## config.mk

```make
export PLATFORM = sky130hd
export DESIGN_NAME = sync_frame_controller
export DESIGN_NICKNAME = d
export VERILOG_FILES = /design/src/rtl/sync_frame_controller.sv
export SDC_FILE = /design/constraint.sdc
export NUM_CORES = 1
export LEC_CHECK = 0
export ABC_AREA = 1
export BUFFER_PORTS_ARGS = -buffer_cell sky130_fd_sc_hd__clkbuf_2
export CELL_PAD_IN_SITES_DETAIL_PLACEMENT = 0
export CELL_PAD_IN_SITES_GLOBAL_PLACEMENT = 1
export CORE_ASPECT_RATIO = 0.8
export CORE_MARGIN = 1.5
export CORE_UTILIZATION = 43
export DETAILED_ROUTE_END_ITERATION = 6
export PLACE_DENSITY = 0.93
export SLEW_MARGIN = 20
export SYNTH_ARGS = -nofsm -noshare
export SYNTH_HDL_FRONTEND = slang
export SYNTH_SLANG_ARGS = --single-unit
```

## constraint.sdc

```tcl
create_clock -name axis_aclk -period 2.4 [get_ports axis_aclk]
set_input_delay 0.24 -clock axis_aclk [delete_from_list [all_inputs] [get_ports axis_aclk]]
set_output_delay 0.24 -clock axis_aclk [all_outputs]
set_load 0.02 [all_outputs]
```

## src/rtl/sync_frame_controller.sv

```systemverilog
`default_nettype none
// ============================================================================
// Module      : sync_frame_controller
// Description : Sequencer for the OFDM receive synchronizer. Watches the
//               correlation-magnitude stream, holds the largest preamble
//               candidate for a programmable number of beats, then emits a
//               one-cycle max-sync strobe. Afterwards it counts synchronizer
//               output frames (tlast handshakes) to find end of packet, with
//               a stall timeout, and re-arms.
// Ports       :
//   axis_aclk / axis_aresetn      clock, asynchronous active-low reset
//   s_axis_metric_tdata/tvalid    correlation magnitude stream (no tready)
//   i_enable                      arm level
//   i_threshold, i_hold_len,
//   i_symbols, i_timeout          configuration, sampled only when arming
//   i_frm_tvalid/tready/tlast     monitored synchronizer output handshake
//   o_max_sync                    one-cycle strobe to synchronizer
//   o_busy, o_state               status (IDLE=0 SEARCH=1 TRIGGER=2 CAPTURE=3)
//   o_peak_value, o_peak_index    last triggered peak and its offset
//   o_frames_done                 completed packet count (wraps)
//   o_timeout_err                 one-cycle pulse on capture stall timeout
// Revision    : 1.0 - initial release
// ============================================================================
module sync_frame_controller #(
  parameter int g_METRIC_W  = 32,
  parameter int g_WIN_W     = 12,
  parameter int g_TIMEOUT_W = 24
) (
  input  logic                   axis_aclk,
  input  logic                   axis_aresetn,
  input  logic [g_METRIC_W-1:0]  s_axis_metric_tdata,
  input  logic                   s_axis_metric_tvalid,
  input  logic                   i_enable,
  input  logic [g_METRIC_W-1:0]  i_threshold,
  input  logic [g_WIN_W-1:0]     i_hold_len,
  input  logic [3:0]             i_symbols,
  input  logic [g_TIMEOUT_W-1:0] i_timeout,
  input  logic                   i_frm_tvalid,
  input  logic                   i_frm_tready,
  input  logic                   i_frm_tlast,
  output logic                   o_max_sync,
  output logic                   o_busy,
  output logic [1:0]             o_state,
  output logic [g_METRIC_W-1:0]  o_peak_value,
  output logic [g_WIN_W-1:0]     o_peak_index,
  output logic [15:0]            o_frames_done,
  output logic                   o_timeout_err
);

  typedef enum logic [1:0] {
    ST_IDLE    = 2'd0,
    ST_SEARCH  = 2'd1,
    ST_TRIGGER = 2'd2,
    ST_CAPTURE = 2'd3
  } state_t;

  state_t                 state_q;

  // Configuration latched at arm time
  logic [g_METRIC_W-1:0]  thr_q;
  logic [g_WIN_W-1:0]     hold_len_q;
  logic [3:0]             symbols_q;
  logic [g_TIMEOUT_W-1:0] timeout_q;

  // Peak search
  logic                   have_cand_q;
  logic [g_METRIC_W-1:0]  cand_q;
  logic [g_WIN_W-1:0]     idx_q;
  logic [g_WIN_W-1:0]     peak_idx_q;
  logic [g_WIN_W-1:0]     hold_cnt_q;

  // Capture tracking
  logic [4:0]             frame_cnt_q;
  logic [g_TIMEOUT_W-1:0] stall_q;

  // Registered outputs
  logic                   max_sync_q;
  logic [g_METRIC_W-1:0]  peak_value_q;
  logic [g_WIN_W-1:0]     peak_index_q;
  logic [15:0]            frames_done_q;
  logic                   timeout_err_q;

  // Next-value helpers
  logic [g_WIN_W-1:0]     idx_d;
  logic [g_WIN_W-1:0]     hold_d;
  logic [4:0]             frame_cnt_d;
  logic [4:0]             frame_target;
  logic [g_TIMEOUT_W-1:0] stall_d;
  logic                   frm_hs;
  logic                   frm_beat;

  always_comb begin
    // Beat index saturates so a very long search never wraps back to zero
    idx_d        = (idx_q == '1) ? idx_q : idx_q + g_WIN_W'(1);
    hold_d       = hold_cnt_q + g_WIN_W'(1);
    frm_hs       = i_frm_tvalid & i_frm_tready;
    frm_beat     = frm_hs & i_frm_tlast;
    frame_cnt_d  = frame_cnt_q + 5'd1;
    // Preamble frame plus the data symbols
    frame_target = {1'b0, symbols_q} + 5'd1;
    stall_d      = frm_hs ? '0 : stall_q + g_TIMEOUT_W'(1);
  end

  always_ff @(posedge axis_aclk or negedge axis_aresetn) begin
    if (!axis_aresetn) begin
      state_q       <= ST_IDLE;
      thr_q         <= '0;
      hold_len_q    <= '0;
      symbols_q     <= '0;
      timeout_q     <= '0;
      have_cand_q   <= 1'b0;
      cand_q        <= '0;
      idx_q         <= '0;
      peak_idx_q    <= '0;
      hold_cnt_q    <= '0;
      frame_cnt_q   <= '0;
      stall_q       <= '0;
      max_sync_q    <= 1'b0;
      peak_value_q  <= '0;
      peak_index_q  <= '0;
      frames_done_q <= '0;
      timeout_err_q <= 1'b0;
    end else begin
      max_sync_q    <= 1'b0;
      timeout_err_q <= 1'b0;
      case (state_q)
        ST_IDLE: begin
          if (i_enable) begin
            thr_q       <= i_threshold;
            // A zero hold length behaves as one beat
            hold_len_q  <= (i_hold_len == '0) ? g_WIN_W'(1) : i_hold_len;
            symbols_q   <= i_symbols;
            timeout_q   <= i_timeout;
            have_cand_q <= 1'b0;
            state_q     <= ST_SEARCH;
          end
        end
        ST_SEARCH: begin
          if (!i_enable) begin
            have_cand_q <= 1'b0;
            state_q     <= ST_IDLE;
          end else if (s_axis_metric_tvalid) begin
            if (!have_cand_q) begin
              if (s_axis_metric_tdata > thr_q) begin
                have_cand_q <= 1'b1;
                cand_q      <= s_axis_metric_tdata;
                hold_cnt_q  <= '0;
                idx_q       <= '0;
                peak_idx_q  <= '0;
              end
            end else begin
              idx_q <= idx_d;
              // Strict compare: ties keep the earliest peak
              if (s_axis_metric_tdata > cand_q) begin
                cand_q     <= s_axis_metric_tdata;
                peak_idx_q <= idx_d;
                hold_cnt_q <= '0;
              end else begin
                hold_cnt_q <= hold_d;
                if (hold_d == hold_len_q) begin
                  // Strobe and peak report become visible during TRIGGER
                  max_sync_q   <= 1'b1;
                  peak_value_q <= cand_q;
                  peak_index_q <= peak_idx_q;
                  have_cand_q  <= 1'b0;
                  state_q      <= ST_TRIGGER;
                end
              end
            end
          end
        end
        ST_TRIGGER: begin
          frame_cnt_q <= '0;
          stall_q     <= '0;
          state_q     <= ST_CAPTURE;
        end
        ST_CAPTURE: begin
          stall_q <= stall_d;
          if (frm_beat) begin
            frame_cnt_q <= frame_cnt_d;
          end
          // Completion takes priority over timeout
          if (frm_beat && (frame_cnt_d == frame_target)) begin
            frames_done_q <= frames_done_q + 16'd1;
            state_q       <= ST_IDLE;
          end else if ((timeout_q != '0) && (stall_d == timeout_q)) begin
            timeout_err_q <= 1'b1;
            state_q       <= ST_IDLE;
          end
        end
        default: state_q <= ST_IDLE;
      endcase
    end
  end

  assign o_max_sync    = max_sync_q;
  assign o_busy        = (state_q != ST_IDLE);
  assign o_state       = state_q;
  assign o_peak_value  = peak_value_q;
  assign o_peak_index  = peak_index_q;
  assign o_frames_done = frames_done_q;
  assign o_timeout_err = timeout_err_q;

endmodule
`default_nettype wire

```

# After elaboration in Yosys (flattened, before gate mapping)
# Cells that the tools add are included.
totals:
  ram_bits: 0
  ff_bits: 234
  elab_cells: 101
  rom_bits: 0
  latch_bits: 0
  inputBits: 111
  mem_count: 0
op_classes:
  magnitude_cmp: 2
  n_mux: 41
  reduce_logical: 17
  n_eq_ne: 15
  n_shift: 0
  bitwise_logic: 3
  n_mul: 0
  div_mod_pow: 0
  n_addsub: 6
ops:
  columns: ["cell", "count"]
  rows:
  - ["two-way mux 12 bit", 8]
  - ["two-way mux 32 bit", 3]
  - ["> comparator 32 bit", 2]
  - ["one-hot mux 24 bit (2 select lines)", 1]
  - ["adder 12 x 1 -> 12 bit, second input constant", 2]
  - ["adder 24 x 1 -> 24 bit, second input constant", 1]
  - ["== test 24 bit", 1]
  - ["two-way mux 24 bit", 1]
  - ["nonzero test 24 bit", 1]
  - ["adder 16 x 1 -> 16 bit, second input constant", 1]
  - ["two-way mux 1 bit", 16]
  - ["two-way mux 2 bit", 8]
  - ["!= test 3 bit, second input constant", 5]
  - ["== test 12 bit", 1]
  - ["== test 12 bit, second input constant", 1]
  - ["zero test 12 bit", 1]
  - ["AND reduction 6 bit", 2]
  - ["one-hot mux 5 bit (2 select lines)", 1]
  - ["one-hot mux 2 bit (4 select lines)", 1]
  - ["nonzero test 2 bit", 4]
  - ["AND reduction 2 bit", 3]
  - ["adder 4 x 1 -> 5 bit, second input constant", 1]
  - ["adder 5 x 1 -> 5 bit, second input constant", 1]
  - ["== test 5 bit", 1]
  - ["13 further kinds", 17]

# Logic depth before layout (Yosys ltp)
logic_depth:
  depth_word: 8
  ltp_mapped: 21

# Worst setup path before layout
# OpenSTA, ideal clock, no wires.
synth_path:
  path_type: "register to register"
  from: "register thr_q[31]"
  to: "register cand_q[15]"
  setup_slack_ps: 241
  period_less_slack_ps: 2159
  arrival_time_ps: 2029
  n_path_buf: 2
  setup_ps: 130
  stages_incl_launch_ff: 17
  path_cell_list: "dfrtp_1 inv_1 ha_1 nand2_1 inv_1 nand3_1 nor4_1 and3_1 nand2_1 nand2_1 nand2_1 nand2_1 nand3_1 buf_2 buf_2 nand2_1 o21ai_0"
synth_via:
  elab_chain_cells: 3
synth_rtl:
  columns: ["item", "line_no", "rtl"]
  rows:
  - ["start: declaration", "60", "logic [g_METRIC_W-1:0] thr_q;"]
  - ["start signal: assignment", "129", "thr_q <= i_threshold;"]
  - ["> comparator 32 bit", "144", "if (s_axis_metric_tdata > thr_q) begin"]
  - ["nonzero test 2 bit (no source line)", null, null]
  - ["AND reduction 5 bit (no source line)", null, null]
  - ["end signal: assignment", "146", "cand_q <= s_axis_metric_tdata;"]
  - ["end signal: assignment", "155", "cand_q <= s_axis_metric_tdata;"]
  - ["end: declaration", "67", "logic [g_METRIC_W-1:0] cand_q;"]
# No other way between the ends.
# A chain may end at the register's enable or synchronous reset.

# Final worst setup path
layout_path:
  from: "input port s_axis_metric_tdata[1]"
  to: "register cand_q[7]"
layout_via:
  elab_chain_cells: 3
layout_rtl:
  columns: ["item", "line_no", "rtl"]
  rows:
  - ["start: declaration", "31", "input logic [g_METRIC_W-1:0] s_axis_metric_tdata,"]
  - ["> comparator 32 bit, on equally long branches", "154, 144", null]
  - ["!= test 2 x 1 -> 1 bit (no source line) / nonzero test 2 bit (equally long branches)", null, null]
  - ["AND reduction 5 bit (no source line) (*)", null, null]
# Mark *: on every way between the ends. The rest lies on a longest branch, timed or not.

==> flow_metrics.env <==
export IMPL_synth_ff_type="dfrtp_1"
export IMPL_synth_edf_count=0
export IMPL_clockRootBuffer="clkbuf_16"
export IMPL_max_freq_ghz=0.392
export IMPL_syn_nets=1853
export IMPL_met3_usage=0.0341
export IMPL_fillers=2526
export IMPL_htree_levels=1
export IMPL_rsz0062_at_grt="yes"
export IMPL_gp_congestion=0.902
export IMPL_multi_input_area_mm2=0.00674
export IMPL_cts_tree="built"
export IMPL_cts_sinks=234
export IMPL_synth_cells=1672
export IMPL_fin_skew_ns=0.0212
export IMPL_slew_violations=0
export IMPL_relSlewSlack=0.541
export IMPL_wl_mm=39.4
export IMPL_finalCriticalPeriod_ns=2.55
export IMPL_grtUsageMet1=0.329
export IMPL_seq_area_mm2=0.00586
export IMPL_row_count=56
export IMPL_startpoint_type="primary input"
export IMPL_power_uw=16400
export IMPL_grtUsageTotal=0.232
export IMPL_peakVddDrop_mv=0.690
export IMPL_status="finished, violations left"
export IMPL_hp_class="in -> reg"
export IMPL_grt_use_met2=0.377
export IMPL_drtAntennaViolNets=0
export IMPL_finalSetupViolations=105
export IMPL_syn2layout_area_growth_pct=39.4
export IMPL_core_area_mm2=0.0293
export IMPL_violations="negative setup slack"
export IMPL_final_hold_violation_count=0
export IMPL_via_per_inst=5.14
export IMPL_port_buffers=175
export IMPL_clock_latency_ns=0.55
export IMPL_nNetsFinal=2218
export IMPL_grt_pass1_wl_mm=58.0
export IMPL_period_share=1.06
export IMPL_seq_area_frac_synth=0.458
export IMPL_dieArea_mm2=0.0308
export IMPL_synthesis_area_mm2=0.0128
export IMPL_grt_busiest_layer="met2"
export IMPL_rrSetupSlack_ns=-0.14
export IMPL_layout_setup_ws_ns=-0.154
export IMPL_post_drt_wl_per_cell_um=16.2
export IMPL_start_util=0.437
export IMPL_drt_first_pass_iters=5
export IMPL_crit_arrival_ns=2.97
export IMPL_final_util=0.609
export IMPL_dp_hpwl_mm=24.8
export IMPL_clk_path_buf_depth=3
export IMPL_async_flop_share=1.00
export IMPL_drt_iter0_drc=879
export IMPL_path_max_fanout=8
export IMPL_grt_pass1_vias=11506
export IMPL_maxCapViolations=0
export IMPL_synth_seq_cells=234
export IMPL_synthDistinctLibCells=38
export IMPL_die_width_um=196
export IMPL_cts_buffers_inserted=26
export IMPL_grt_overflow=0
export IMPL_leakage_uw=0.00904
export IMPL_num_vias=12530
export IMPL_clk_pin_slew_worst_paths_ns=0.06
export IMPL_yosysWarnings=0
export IMPL_worst_pin_slew_ns=0.689
export IMPL_end_kind="flip-flop"
export IMPL_cp_required_ns=2.82
export IMPL_die_y_um=157
export IMPL_avgSynthCellArea_um2=7.65
export IMPL_drc=0
export IMPL_grt_max_degree=91
export IMPL_drive_above_1_share=0.248
export IMPL_p_per_area_mw_per_mm2=917
export IMPL_antenna_found_initial=3
export IMPL_path_class="in -> reg"
export IMPL_ios=176
-- final timing paths --
kind / start / to / cells past startpoint
max in group asynchronous: axis_aresetn / thr_q[19] / 3
min in group asynchronous: axis_aresetn / o_peak_index[8] / 2
max: s_axis_metric_tdata[1] / cand_q[7] / 17
min: i_frm_tlast / frame_cnt_q[1] / 5
min reg2reg: o_peak_value[6] / o_peak_value[6] / 2
max reg2reg: thr_q[3] / cand_q[7] / 16
-- per-stage QoR --
stage                     cells  hold WS (ns)  TNS [ns]  setup slack (ns)  instance area (um2)
after floorplan            1672       -0.0556         0             0.241                12800
after global placement     2238         0.284    -0.113           -0.0124                14600
after detailed placement   2238         0.286     -1.47           -0.0552                14600
after CTS                  2392        0.0584         0            0.0233                16500
after global routing       2435        0.0736    -21.89            -0.320                17800
final                      2436        0.0767     -7.29            -0.154                17800
-- registers in the layout, indices dropped and copies added, names as in the netlist, 16 cells and up, named ones only --
signal	cells
cand_q	32
stall_q	24
o_peak_value	32
o_frames_done	16
thr_q	32
timeout_q	24
-- power by group --
group          total, uW  internal, uW  switching [uW]
clock network       4040          2370            1670
logic               6340          2630            3710
registers           5990          5070             920
-- synth_stat cells (4+ instances only) --
cell / instances / area, um2
o21ai_0: 202 / 1010
dfrtp_1: 234 / 5860
o22ai_1: 24 / 150
nor4_1: 6 / 37.5
nand3_1: 85 / 425
nor3_1: 10 / 50.1
nor2_1: 108 / 405
buf_6: 4 / 45.0
buf_2: 4 / 20.0
a21oi_1: 40 / 200
nand3b_1: 7 / 52.6
o21a_1: 4 / 30.0
xnor2_1: 12 / 105
inv_1: 216 / 811
nor2_2: 7 / 43.8
clkbuf_1: 42 / 158
nand4_1: 35 / 219
ha_1: 70 / 876
nand2_1: 521 / 1960
xor2_1: 18 / 158
-- metal layers --
layer	wire length [um]	vias up	share of wire
met5	0	-	0
met4	875	0	0.022
met3	2350	68	0.060
met2	18400	371	0.47
met1	17700	5935	0.45
li1	-	6156	-
-- worst max-delay path, stage by stage --
cell and delay (ns):
dlygate4sd3_1 0.53, clkbuf_2 0.15, ha_1 0.32, inv_1 0.04
nor2_1 0.10, o21ai_0 0.13, a21oi_1 0.25, nor3_2 0.08
o21ai_2 0.19, nand2_1 0.07, nand2_1 0.08, nand2_2 0.09
nand2_4 0.11, nand3_4 0.22, buf_12 0.23, nand2_2 0.05
o21ai_1 0.07
-- placed cells by master, fill, tap and decap left out, types with 4 or more instances in the layout --
master	netlist	routed
ha_1	70	59
clkbuf_2	0	172
buf_4	0	80
nor3_1	10	6
xor2_1	18	16
a21oi_2	0	4
o21ai_0	202	139
dfrtp_1	234	231
o21ai_1	1	41
dlygate4sd3_1	0	106
nor2_4	0	9
o21a_1	4	4
nor2_2	7	15
clkbuf_8	0	5
buf_6	4	5
nand2_1	521	433
clkbuf_1	42	9
a21oi_1	40	36
nand3_1	85	75
inv_1	216	209
buf_12	0	13
xnor2_1	12	11
nand3_4	0	5
ha_4	0	10
nand4_1	35	35
nand3_2	1	7
nand2_2	2	63
o21ai_2	1	24
nand2_4	0	27
clkbuf_16	0	34
nand3b_1	7	7
nor4_1	6	5
inv_2	1	7
nor2_1	108	91
o22ai_1	24	24
-- area by class of cell --
| cell class | count | share of cell area |
|---|---|---|
| Timing Repair Buffer | 387 | 0.173 |
| Clock buffer | 40 | 0.0422 |
| Inverter | 218 | 0.0462 |
| Clock inverter | 7 | 0.00561 |
| Antenna cell | 3 | 0.000421 |
| Tap cell | 377 | 0.0264 |
| Sequential cell | 234 | 0.328 |
| Multi-Input combinational cell | 1170 | 0.378 |
-- logic make-up after synthesis --
kind of cell | Yosys count | synth area share
adder cells (fa/ha/maj) | 70 | 0.0685
AO/OA/AOI/OAI | 280 | 0.115
AND/OR/NAND/NOR | 787 | 0.255
multiplexers | 2 | 0.00176
buffers and inverters | 269 | 0.0817
XOR/XNOR | 30 | 0.0205
flip-flops | 234 | 0.458
-- what timing repair did --
action | 4_1_cts | 5_1_grt
gates resized for setup | 8 | 281
setup endpoints to repair | 81 | 117
gates cloned | 0 | 13
pin swaps | 1 | 35
endpoints found under the hold margin | 175 | 0
setup buffers | 1 | 30
hold buffers | 106 | 0
No activity file was read; power rests on OpenSTA's default activity.
